<file path="src/rtl/stick_pkg.sv">
// Shared definitions for the channel data scheduler: defaults, tag layout,
// FIFO entry format and scheduler FSM states.
package stick_pkg;

  localparam int unsigned NCH_DEF        = 4;
  localparam int unsigned FIFO_DEPTH_DEF = 16;

  localparam int unsigned DATA_W    = 32;
  localparam int unsigned TAG_CH_W  = 2;
  localparam int unsigned TAG_CNT_W = 10;
  localparam int unsigned TAG_W     = TAG_CH_W + TAG_CNT_W;

  // 43-bit FIFO entry: {data, cnt, eof}
  typedef struct packed {
    logic [DATA_W-1:0]    data;
    logic [TAG_CNT_W-1:0] cnt;
    logic                 eof;
  } fifo_entry_t;

  typedef enum logic [1:0] {
    StIdle,
    StGrant,
    StDrain
  } sched_st_e;

endpackage

</file>
<file path="src/rtl/chan_data_sched_if.sv">
// Merged output stream of the channel data scheduler (valid/ready handshake).
interface chan_data_sched_if;
  import stick_pkg::*;

  logic [DATA_W-1:0] o_data;
  logic [TAG_W-1:0]  o_tag;
  logic              o_eof;
  logic              o_vld;
  logic              i_rdy;

  modport master (
    output o_data,
    output o_tag,
    output o_eof,
    output o_vld,
    input  i_rdy
  );

  modport slave (
    input  o_data,
    input  o_tag,
    input  o_eof,
    input  o_vld,
    output i_rdy
  );

endinterface

</file>
<file path="src/rtl/chan_fifo.sv">
// Synchronous show-ahead FIFO for one channel; push while full is legal only
// when a pop happens in the same cycle.
module chan_fifo
  import stick_pkg::*;
#(
  parameter int unsigned DEPTH = FIFO_DEPTH_DEF
) (
  input  logic        clk20,
  input  logic        res,
  input  logic        push_i,
  input  fifo_entry_t wdata_i,
  input  logic        pop_i,
  output fifo_entry_t rdata_o,
  output logic        full_o,
  output logic        empty_o
);

  localparam int unsigned AW = $clog2(DEPTH);

  fifo_entry_t   mem_q [DEPTH];
  logic [AW:0]   wr_ptr_q;
  logic [AW:0]   rd_ptr_q;

  assign empty_o = (wr_ptr_q == rd_ptr_q);
  assign full_o  = (wr_ptr_q[AW] != rd_ptr_q[AW]) &&
                   (wr_ptr_q[AW-1:0] == rd_ptr_q[AW-1:0]);
  assign rdata_o = mem_q[rd_ptr_q[AW-1:0]];

  always_ff @(posedge clk20) begin
    if (res) begin
      wr_ptr_q <= '0;
      rd_ptr_q <= '0;
    end else begin
      if (push_i) wr_ptr_q <= wr_ptr_q + 1'b1;
      if (pop_i)  rd_ptr_q <= rd_ptr_q + 1'b1;
    end
  end

  always_ff @(posedge clk20) begin
    if (push_i) mem_q[wr_ptr_q[AW-1:0]] <= wdata_i;
  end

endmodule

</file>
<file path="src/rtl/chan_data_sched.sv">
// Merges NCH channel streams record-by-record with a round-robin scheduler.
// Define CHAN_DATA_SCHED_STATS_EN to add saturating dropped-word counters (o_drop_cnt).
module chan_data_sched
  import stick_pkg::*;
#(
  parameter int unsigned NCH        = NCH_DEF,
  parameter int unsigned FIFO_DEPTH = FIFO_DEPTH_DEF
) (
  input  logic                  clk20,
  input  logic                  res,
  input  logic [32*NCH-1:0]     i_data,
  input  logic [NCH-1:0]        i_vld,
  input  logic [10*NCH-1:0]     i_cnt,
  input  logic [NCH-1:0]        i_cmpl,
  chan_data_sched_if.master     out_bus,
  output logic [NCH-1:0]        o_ovf
`ifdef CHAN_DATA_SCHED_STATS_EN
  ,
  output logic [16*NCH-1:0]     o_drop_cnt
`endif
);

  localparam int unsigned CH_W = (NCH > 1) ? $clog2(NCH) : 1;

  fifo_entry_t wr_entry [NCH];
  fifo_entry_t rd_entry [NCH];
  logic [NCH-1:0] push, pop, full, empty, drop;

  sched_st_e         st_q;
  logic [CH_W-1:0]   rr_q, g_q, next_g, next_rr;
  logic [CH_W:0]     idx_sum;
  logic              found, load;
  logic [DATA_W-1:0] o_data_q;
  logic [TAG_W-1:0]  o_tag_q;
  logic              o_eof_q, o_vld_q;
  logic [NCH-1:0]    ovf_q;

  for (genvar k = 0; k < NCH; k++) begin : g_chan
    // A completion strobe without data becomes an empty eof marker.
    assign wr_entry[k] = i_vld[k] ? {i_data[32*k +: 32], i_cnt[10*k +: 10], i_cmpl[k]}
                                  : {32'h0, 10'h0, 1'b1};
    assign push[k] = (i_vld[k] | i_cmpl[k]) & (~full[k] | pop[k]);
    assign drop[k] = i_vld[k] & full[k] & ~pop[k];

    chan_fifo #(
      .DEPTH (FIFO_DEPTH)
    ) u_fifo (
      .clk20   (clk20),
      .res     (res),
      .push_i  (push[k]),
      .wdata_i (wr_entry[k]),
      .pop_i   (pop[k]),
      .rdata_o (rd_entry[k]),
      .full_o  (full[k]),
      .empty_o (empty[k])
    );
  end

  // Round-robin search for the first non-empty FIFO starting at rr_q.
  always_comb begin
    found   = 1'b0;
    next_g  = '0;
    idx_sum = '0;
    for (int unsigned i = 0; i < NCH; i++) begin
      idx_sum = {1'b0, rr_q} + (CH_W+1)'(i);
      if (idx_sum >= (CH_W+1)'(NCH)) idx_sum = idx_sum - (CH_W+1)'(NCH);
      if (!found && !empty[idx_sum[CH_W-1:0]]) begin
        found  = 1'b1;
        next_g = idx_sum[CH_W-1:0];
      end
    end
  end

  assign next_rr = (g_q == CH_W'(NCH - 1)) ? '0 : g_q + 1'b1;

  // Fetch the next word of the granted record when the output register frees up;
  // a held eof word ends the record, so nothing follows it.
  always_comb begin
    load = 1'b0;
    unique case (st_q)
      StGrant: load = 1'b1;
      StDrain: load = ~empty[g_q] & (~o_vld_q | (out_bus.i_rdy & ~o_eof_q));
      default: load = 1'b0;
    endcase
  end

  always_comb begin
    pop      = '0;
    pop[g_q] = load;
  end

  always_ff @(posedge clk20) begin
    if (res) begin
      st_q     <= StIdle;
      rr_q     <= '0;
      g_q      <= '0;
      o_data_q <= '0;
      o_tag_q  <= '0;
      o_eof_q  <= 1'b0;
      o_vld_q  <= 1'b0;
      ovf_q    <= '0;
    end else begin
      ovf_q <= ovf_q | drop;
      if (load) begin
        o_data_q <= rd_entry[g_q].data;
        o_tag_q  <= {TAG_CH_W'(g_q), rd_entry[g_q].cnt};
        o_eof_q  <= rd_entry[g_q].eof;
        o_vld_q  <= 1'b1;
      end
      unique case (st_q)
        StIdle: begin
          if (found) begin
            g_q  <= next_g;
            st_q <= StGrant;
          end
        end
        StGrant: st_q <= StDrain;
        StDrain: begin
          if (o_vld_q && out_bus.i_rdy && o_eof_q) begin
            o_vld_q <= 1'b0;
            o_eof_q <= 1'b0;
            rr_q    <= next_rr;
            st_q    <= StIdle;
          end else if (!load && out_bus.i_rdy) begin
            // Word taken but the record is not finished: wait on the same channel.
            o_vld_q <= 1'b0;
          end
        end
        default: st_q <= StIdle;
      endcase
    end
  end

  assign out_bus.o_data = o_data_q;
  assign out_bus.o_tag  = o_tag_q;
  assign out_bus.o_eof  = o_eof_q;
  assign out_bus.o_vld  = o_vld_q;
  assign o_ovf          = ovf_q;

`ifdef CHAN_DATA_SCHED_STATS_EN
  logic [15:0] drop_cnt_q [NCH];

  always_ff @(posedge clk20) begin
    for (int k = 0; k < NCH; k++) begin
      if (res) begin
        drop_cnt_q[k] <= '0;
      end else if (drop[k] && (drop_cnt_q[k] != 16'hFFFF)) begin
        drop_cnt_q[k] <= drop_cnt_q[k] + 16'd1;
      end
    end
  end

  for (genvar k = 0; k < NCH; k++) begin : g_drop_out
    assign o_drop_cnt[16*k +: 16] = drop_cnt_q[k];
  end
`endif

endmodule

</file>
<file path="src/flat_wrapper.sv">
// flat-port wrapper written by rule: the top's interface ports become plain ports
module chan_data_sched_flat import stick_pkg::*;
#(
  parameter int unsigned NCH        = NCH_DEF,
  parameter int unsigned FIFO_DEPTH = FIFO_DEPTH_DEF
)
  (clk20, res, i_data, i_vld, i_cnt, i_cmpl, o_ovf, out_bus_o_data, out_bus_o_tag, out_bus_o_eof, out_bus_o_vld, out_bus_i_rdy);
  chan_data_sched_if out_bus_i ();
  input  logic clk20;
  input  logic res;
  input  logic [32*NCH-1:0] i_data;
  input  logic [NCH-1:0] i_vld;
  input  logic [10*NCH-1:0] i_cnt;
  input  logic [NCH-1:0] i_cmpl;
  output logic [NCH-1:0] o_ovf;
  output wire logic [$bits(out_bus_i.o_data)-1:0] out_bus_o_data;
  output wire logic [$bits(out_bus_i.o_tag)-1:0] out_bus_o_tag;
  output wire logic [$bits(out_bus_i.o_eof)-1:0] out_bus_o_eof;
  output wire logic [$bits(out_bus_i.o_vld)-1:0] out_bus_o_vld;
  input wire logic [$bits(out_bus_i.i_rdy)-1:0] out_bus_i_rdy;
  assign out_bus_o_data = out_bus_i.o_data;
  assign out_bus_o_tag = out_bus_i.o_tag;
  assign out_bus_o_eof = out_bus_i.o_eof;
  assign out_bus_o_vld = out_bus_i.o_vld;
  assign out_bus_i.i_rdy = out_bus_i_rdy;
  chan_data_sched #(.NCH(NCH), .FIFO_DEPTH(FIFO_DEPTH)) u_core (.clk20(clk20), .res(res), .i_data(i_data), .i_vld(i_vld), .i_cnt(i_cnt), .i_cmpl(i_cmpl), .out_bus(out_bus_i), .o_ovf(o_ovf));
endmodule
</file>
<file path="config.mk">
export PLATFORM = sky130hd
export DESIGN_NAME = chan_data_sched_flat
export DESIGN_NICKNAME = d
export VERILOG_FILES = /design/src/rtl/stick_pkg.sv /design/src/rtl/chan_data_sched_if.sv /design/src/rtl/chan_fifo.sv /design/src/rtl/chan_data_sched.sv /design/src/flat_wrapper.sv
export SDC_FILE = /design/constraint.sdc
export NUM_CORES = 2
export LEC_CHECK = 0
export ABC_AREA = 1
export CELL_PAD_IN_SITES_DETAIL_PLACEMENT = 0
export CELL_PAD_IN_SITES_GLOBAL_PLACEMENT = 1
export CORE_ASPECT_RATIO = 0.7
export CORE_MARGIN = 3
export CORE_UTILIZATION = 45
export CTS_CLUSTER_DIAMETER = 60
export DETAILED_ROUTE_END_ITERATION = 10
export GPL_ROUTABILITY_DRIVEN = 0
export GPL_TIMING_DRIVEN = 0
export HOLD_SLACK_MARGIN = 0.03
export PLACE_DENSITY = 0.74
export RECOVER_POWER = 100
export SYNTH_ARGS = -nofsm -noshare
export SYNTH_HDL_FRONTEND = slang
export SYNTH_SLANG_ARGS = --single-unit
</file>
<file path="constraint.sdc">
create_clock -name clk20 -period 15.05 [get_ports clk20]
set_input_delay 3.7625 -clock clk20 [delete_from_list [all_inputs] [get_ports clk20]]
set_output_delay 3.7625 -clock clk20 [all_outputs]
set_load 0.1 [all_outputs]
</file>
## Yosys cells after proc, flatten, opt, wreduce, memory -nomap -nowiden

Memories as Yosys holds them, arrays and structs flattened. A register that Yosys moved wholly into a read port is not among the register bits.
Cells that the tools add are included.
W data, S select, Z words.

| cells by class | value |
|---|---|
| eq/ne operators | 17 |
| add/sub/neg operators | 16 |
| bitwise operators | 37 |
| muxes and demuxes | 59 |
| order comparisons | 11 |
| divide/modulo/power cells | 0 |
| shift-type cells | 0 |
| reduce and logical (&&, ||, !) cells | 21 |
| $mul | 0 |

Operator list:

| cell | count |
|---|---|
| $mux W43 | 6 |
| $bmux W43 S2 | 1 |
| $add A5 B1 Y5 const B | 8 |
| $mux W4 | 8 |
| $mux W1 | 25 |
| $mux W2 | 11 |
| $eq A5 B5 Y1 | 4 |
| $eq A4 B4 Y1 | 4 |
| $lt A2 B3 Y1 const B | 5 |
| $and A1 B1 Y1 | 14 |
| $ge A3 B3 Y1 const B | 4 |
| $logic_and A1 B1 Y1 | 11 |
| $not A1 Y1 | 11 |
| $bmux W1 S2 | 5 |
| $or A1 B1 Y1 | 9 |
| $sub A2 B1 Y2 const B | 4 |
| $add A2 B2 Y3 const B | 2 |
| $logic_not A1 Y1 | 6 |
| $pmux W2 S3 | 1 |
| $reduce_and A2 Y1 | 3 |
| $and A4 B4 Y4 | 1 |
| $eq A2 B2 Y1 const B | 2 |
| $ne A1 B1 Y1 | 4 |
| $ne A2 B1 Y1 const B | 2 |
| other kinds (10) | 10 |

| storage, ports and cells | value |
|---|---|
| flip-flop bits (word level) | 96 |
| bits of input ports | 179 |
| output and inout port bits | 50 |
| memories kept | 4 |
| bits in writable memories | 2752 |
| logic and storage cells | 181 |
| memory bits (read-only) | 0 |
| latch bits | 0 |

Memory list:

| name | depth | width | rd ports | clocked after memory_dff | write ports | line | source |
|---|---|---|---|---|---|---|---|
| u_core.g_chan[0].u_fifo.mem_q | 16 | 43 | 1 | 1 | 1 | chan_fifo.sv:20 | `fifo_entry_t mem_q [DEPTH];` |
| u_core.g_chan[1].u_fifo.mem_q | 16 | 43 | 1 | 1 | 1 | chan_fifo.sv:20 |  |
| u_core.g_chan[2].u_fifo.mem_q | 16 | 43 | 1 | 1 | 1 | chan_fifo.sv:20 |  |
| u_core.g_chan[3].u_fifo.mem_q | 16 | 43 | 1 | 1 | 1 | chan_fifo.sv:20 |  |

## Depth between registers and ports, before layout

| depth | value |
|---|---|
| depth after elaboration | 16 |
| mapped depth | 16 |
| mapped depth without buffers | 15 |

## Cells and area by module

From an unflattened synthesis, not the netlist that was laid out.

| unflattened totals | value |
|---|---|
| cells, all modules | 12389 |
| area, all modules | 124822.2 µm² |

Modules (own cells, without submodules):

| module | area an instance (µm²) | sequential area each (µm²) | times used | cells each |
|---|---|---|---|---|
| chan_fifo at u_core.g_chan[3].u_fifo | 29977.5 | 20940.1 | 1 | 2859 |
| chan_fifo at u_core.g_chan[2].u_fifo | 29960.0 | 20940.1 | 1 | 2857 |
| chan_fifo at u_core.g_chan[0].u_fifo | 29956.2 | 20940.1 | 1 | 2857 |
| chan_fifo at u_core.g_chan[1].u_fifo | 29950.0 | 20940.1 | 1 | 2857 |
| chan_data_sched | 4978.5 | 1121.1 | 1 | 959 |

## Least setup slack after synthesis

OpenSTA, ideal clock, no wires.

| timing | value |
|---|---|
| kind | input to register |
| start point | input port i_vld[0] |
| end point | memory u_core.g_chan[0].u_fifo.mem_q[12][0] (netlist bit), enable pin |
| arrival | 7.619 ns |
| setup time | 0.497 ns |
| data required time | 14.553 ns |
| path slack | 6.934 ns |
| buffers on the path | 3 |
| cell stages on the path | 6 |
| cells stage by stage | clkbuf_1 or2_2 buf_1 nand2_4 buf_6 nor3_1 |

| on the way | value |
|---|---|
| cells in the longest elaborated chain, start to end | 4 |

Ends and longest elaborated chain:

| element | line | source |
|---|---|---|
| start, declared | flat_wrapper.sv:12 | `input logic [NCH-1:0] i_vld;` |
| $or A1 B1 Y1 | chan_data_sched.sv:42 | `assign push[k] = (i_vld[k] \| i_cmpl[k]) & (~full[k] \| pop[k]);` |
| $and A1 B1 Y1 | chan_data_sched.sv:42 |  |
| $mux W1 | chan_fifo.sv:40 | `if (push_i) mem_q[wr_ptr_q[AW-1:0]] <= wdata_i;` |
| $mux W1 (implied by the code) | chan_fifo.sv:40 |  |
| end, declared | chan_fifo.sv:20 |  |

No other way between the ends.

## Final worst setup path

| timing | value |
|---|---|
| start point | input port out_bus_i_rdy |
| end point | memory u_core.g_chan[0].u_fifo.mem_q[15][6] (netlist bit), enable pin |

| on the way | value |
|---|---|
| cells in the longest elaborated chain, start to end | 9 |

Ends and longest elaborated chain:

| element | line | source |
|---|---|---|
| start, declared | flat_wrapper.sv:20 | `input wire logic [$bits(out_bus_i.i_rdy)-1:0] out_bus_i_rdy;` |
| $and A1 B1 Y1 | chan_data_sched.sv:82 | `StDrain: load = ~empty[g_q] & (~o_vld_q \| (out_bus.i_rdy & ~o_eof_q));` |
| $or A1 B1 Y1 | chan_data_sched.sv:82 |  |
| $and A1 B1 Y1 | chan_data_sched.sv:82 |  |
| $pmux W1 S2 | chan_data_sched.sv:80 | `unique case (st_q)` |
| $and A4 B4 Y4 (no source line) | - |  |
| $or A1 B1 Y1 | chan_data_sched.sv:42 |  |
| $and A1 B1 Y1 | chan_data_sched.sv:42 |  |
| $mux W1 | chan_fifo.sv:40 |  |
| $mux W1 (implied by the code) | chan_fifo.sv:40 |  |

No other way between the ends.

==> results.json <==
{
  "hp-start": "u_core.st_q[1]$_SDFFE_PP0P_",
  "critPathLaunch": "out_bus_i_rdy",
  "crit_path_start_kind": "primary input",
  "drive_gt1_share_pct": 5.70,
  "ys.flop_type": "edfxtp_1",
  "grt_max_degree": 44,
  "ys_seq_area_share_pct": 74.3,
  "syn-num-nets": 9294,
  "dp_hpwl_um": 296000,
  "yosys.area.top_type": "edfxtp_1",
  "async_flop_share_pct": 0,
  "tritoncts": "built",
  "die_y_um": 428,
  "nets": 10100,
  "worstMarginPinSlew_ns": 3.26,
  "start_util_pct": 45.3,
  "drc": 0,
  "outcome": "complete, but fails checks",
  "hold_viol_final": 0,
  "drv_cap": 20,
  "path_cells": "dlygate4sd3_1 > nand2_1 > o22ai_1 > nand3_2 > nand2_1 > nand3_1 > nand2_1 > nand2_1 > clkbuf_1 > nor2_1 > clkbuf_1 > clkbuf_1",
  "path_common_cell": "nand2_1",
  "grt_setup_unrepaired": "false",
  "grt_pass1_vias": 76500,
  "synth_edf_count": 2752,
  "track_usage_pct": 30.8,
  "drt_wl_total_um": 412000,
  "fmax_ghz": 0.106,
  "core_area_um2": 252000,
  "io_buffers": 223,
  "p_leak_nw": 44.4,
  "r2r_start": "u_core.g_q[0]$_SDFFE_PP0P_",
  "clkSlewWorstSetupHoldPaths_ns": 0.06,
  "synth_cell_types": 38,
  "htreeDepth": 5,
  "grt-ovfl-total": 0,
  "drt_iter0_markers": 14400,
  "pre_cts_slack_ns": 7.45,
  "fin_ws_ns": 5.65,
  "fin_setup_tns_ns": 0,
  "synthTopCellsByCount": "edfxtp_1, nor2_1, o21ai_0, nand2_1, o22ai_1",
  "cts_hold_buf": 0,
  "synth_area_leaders": "edfxtp_1, o21ai_0, nor2_1",
  "slowest_stage": "nor2_1",
  "placementRows": 154,
  "antenna_found_initial": 22,
  "path_max_fanout": 17,
  "powerDensity_nw_per_um2": 147,
  "routed_via_density": 6.14,
  "required_ns": 15.51,
  "setup_viol": 0,
  "cts-root-buf": "clkbuf_16",
  "syn_to_final_growth_pct": 14.4,
  "via_count": 83000,
  "insertion_delay_ns": 0.89,
  "post-route-min-period_ns": 9.40,
  "post_cts_buffers": 0,
  "cts_resized": 0,
  "path_class": "primary input to flop",
  "grt_pass1_wl_um": 573000,
  "io-pin-count": 229,
  "synth_cells": 9088,
  "antenna_left": 0,
  "worst_slew_margin_rel_pct": -118,
  "synth_top_area_share_pct": 72.3,
  "cts_buffers": 284,
  "clock-sinks": 2864,
  "hp-class": "flop to flop",
  "post_drt_wl_per_cell_um": 30.5,
  "ff2ff_setup_slack_ns": 7.72,
  "dieArea_um2": 260000,
  "peakVddDrop_uv": 93.2,
  "slowest_delay_ns": 1.62,
  "violations": "capacitance limit, slew limit",
  "period_share_pct": 62.5,
  "avgSynthCellArea_um2": 12.6,
  "drt_first_pass_iters": 6,
  "synth_most_common_cell": "edfxtp_1",
  "crit_path_end_kind": "flop",
  "clockBufferDepth": 4,
  "synth.cell_area_um2": 114000,
  "yosys_warnings": 0,
  "skew_ns": 0.0321,
  "cp.arrival_ns": 9.86,
  "fp.dieW_um": 608,
  "ys_ff_latch": 2864,
  "drv_slew": 217
}
-- power by group --
part | switching, W | internal [W] | leakage, nW
Combinational | 0.00248 | 0.000676 | 13.8
Sequential | 0.000132 | 0.00903 | 26.2
Clock | 0.00307 | 0.00388 | 4.32
Total | 0.00568 | 0.0136 | 44.4
-- cell type report --
class	instances	area [um^2]
Inverter	263	988
Timing Repair Buffer	564	3510
Sequential cell	2864	84900
Clock inverter	146	1370
Fill cell	21600	121000
Antenna cell	14	35.0
Tap cell	3354	4200
Multi-Input combinational cell	5317	25600
Buffer	644	2720
Clock buffer	349	7430
-- state kept, by name, summed over array words and instances, names as in the netlist, named ones only --
signal	flops
u_core.g_chan.u_fifo.wr_ptr_q	20
u_core.g_q	2
u_core.g_chan.u_fifo.mem_q	2752
u_core.out_bus.o_eof	1
u_core.g_chan.u_fifo.rd_ptr_q	20
u_core.rr_q	2
u_core.o_ovf	4
u_core.st_q	2
u_core.out_bus.o_tag	12
u_core.out_bus.o_vld	1
u_core.out_bus.o_data	32
-- routing by layer --
metal | global-route usage, % | part of all wire, % | up-vias
met5 | 0 | 0.015 | -
met4 | 14.0 | 5.1 | 8
met3 | 9.29 | 15 | 782
met2 | 42.5 | 41 | 6217
met1 | 44.7 | 39 | 40900
li1 | - | - | 35100
-- final timing paths --
path	to	cells after the start
min	u_core.st_q[1]$_SDFFE_PP0P_	2
min reg2reg	u_core.st_q[1]$_SDFFE_PP0P_	2
max	u_core.g_chan[0].u_fifo.mem_q[15][6]$_DFFE_PP_	12
max reg2reg	u_core.g_chan[0].u_fifo.mem_q[15][6]$_DFFE_PP_	11
-- kinds of logic (layout without fill, tap and decap cells) --
kind of cell / Yosys count / in the layout / share of synthesized area [%]
compound gates: 2460 / 2460 / 12.2
xor+xnor: 26 / 26 / 0.199
fa+ha+maj: 27 / 27 / 0.296
buf+inv: 907 / 1966 / 3.27
flops: 2864 / 2864 / 74.3
other cells: 0 / 14 / 0
simple gates: 2804 / 2804 / 9.76
-- placed cells by master, fill, tap and decap left out, drive strengths merged, types with 51 or more instances in the layout --
master / netlist / layout
edfxtp: 2752 / 2752
o21ai: 1596 / 1596
nor2: 1595 / 1595
clkbuf: 426 / 1129
nand2: 829 / 829
o22ai: 465 / 465
nand3: 287 / 287
inv: 256 / 273
buf: 218 / 205
o221ai: 182 / 182
clkdlybuf4s50: 0 / 172
o211ai: 135 / 135
clkinv: 7 / 114
dfxtp: 112 / 112
a21oi: 73 / 73
nor3: 67 / 67
dlygate4sd3: 0 / 51
-- worst max-delay path, delay by kind of cell --
family	cells	cell delay [ns]
buffers and inverters	4	3.06
AO/OA/AOI/OAI	1	0.27
AND/OR/NAND/NOR	7	2.72
-- metrics by stage --
stage	util [%]	cells	hold WS, ns	total power, W	area [um^2]
after floorplan	-	9088	0.456	0.0109	114000
after global placement	47.9	12700	0.468	0.0124	121000
after detailed placement	49.6	13000	0.486	0.0125	125000
after CTS	53.1	13500	0.494	0.0193	134000
after global routing	51.8	13500	0.519	0.0197	131000
final	51.9	13500	0.502	0.0193	131000
Power figures use the tool's default switching activity.
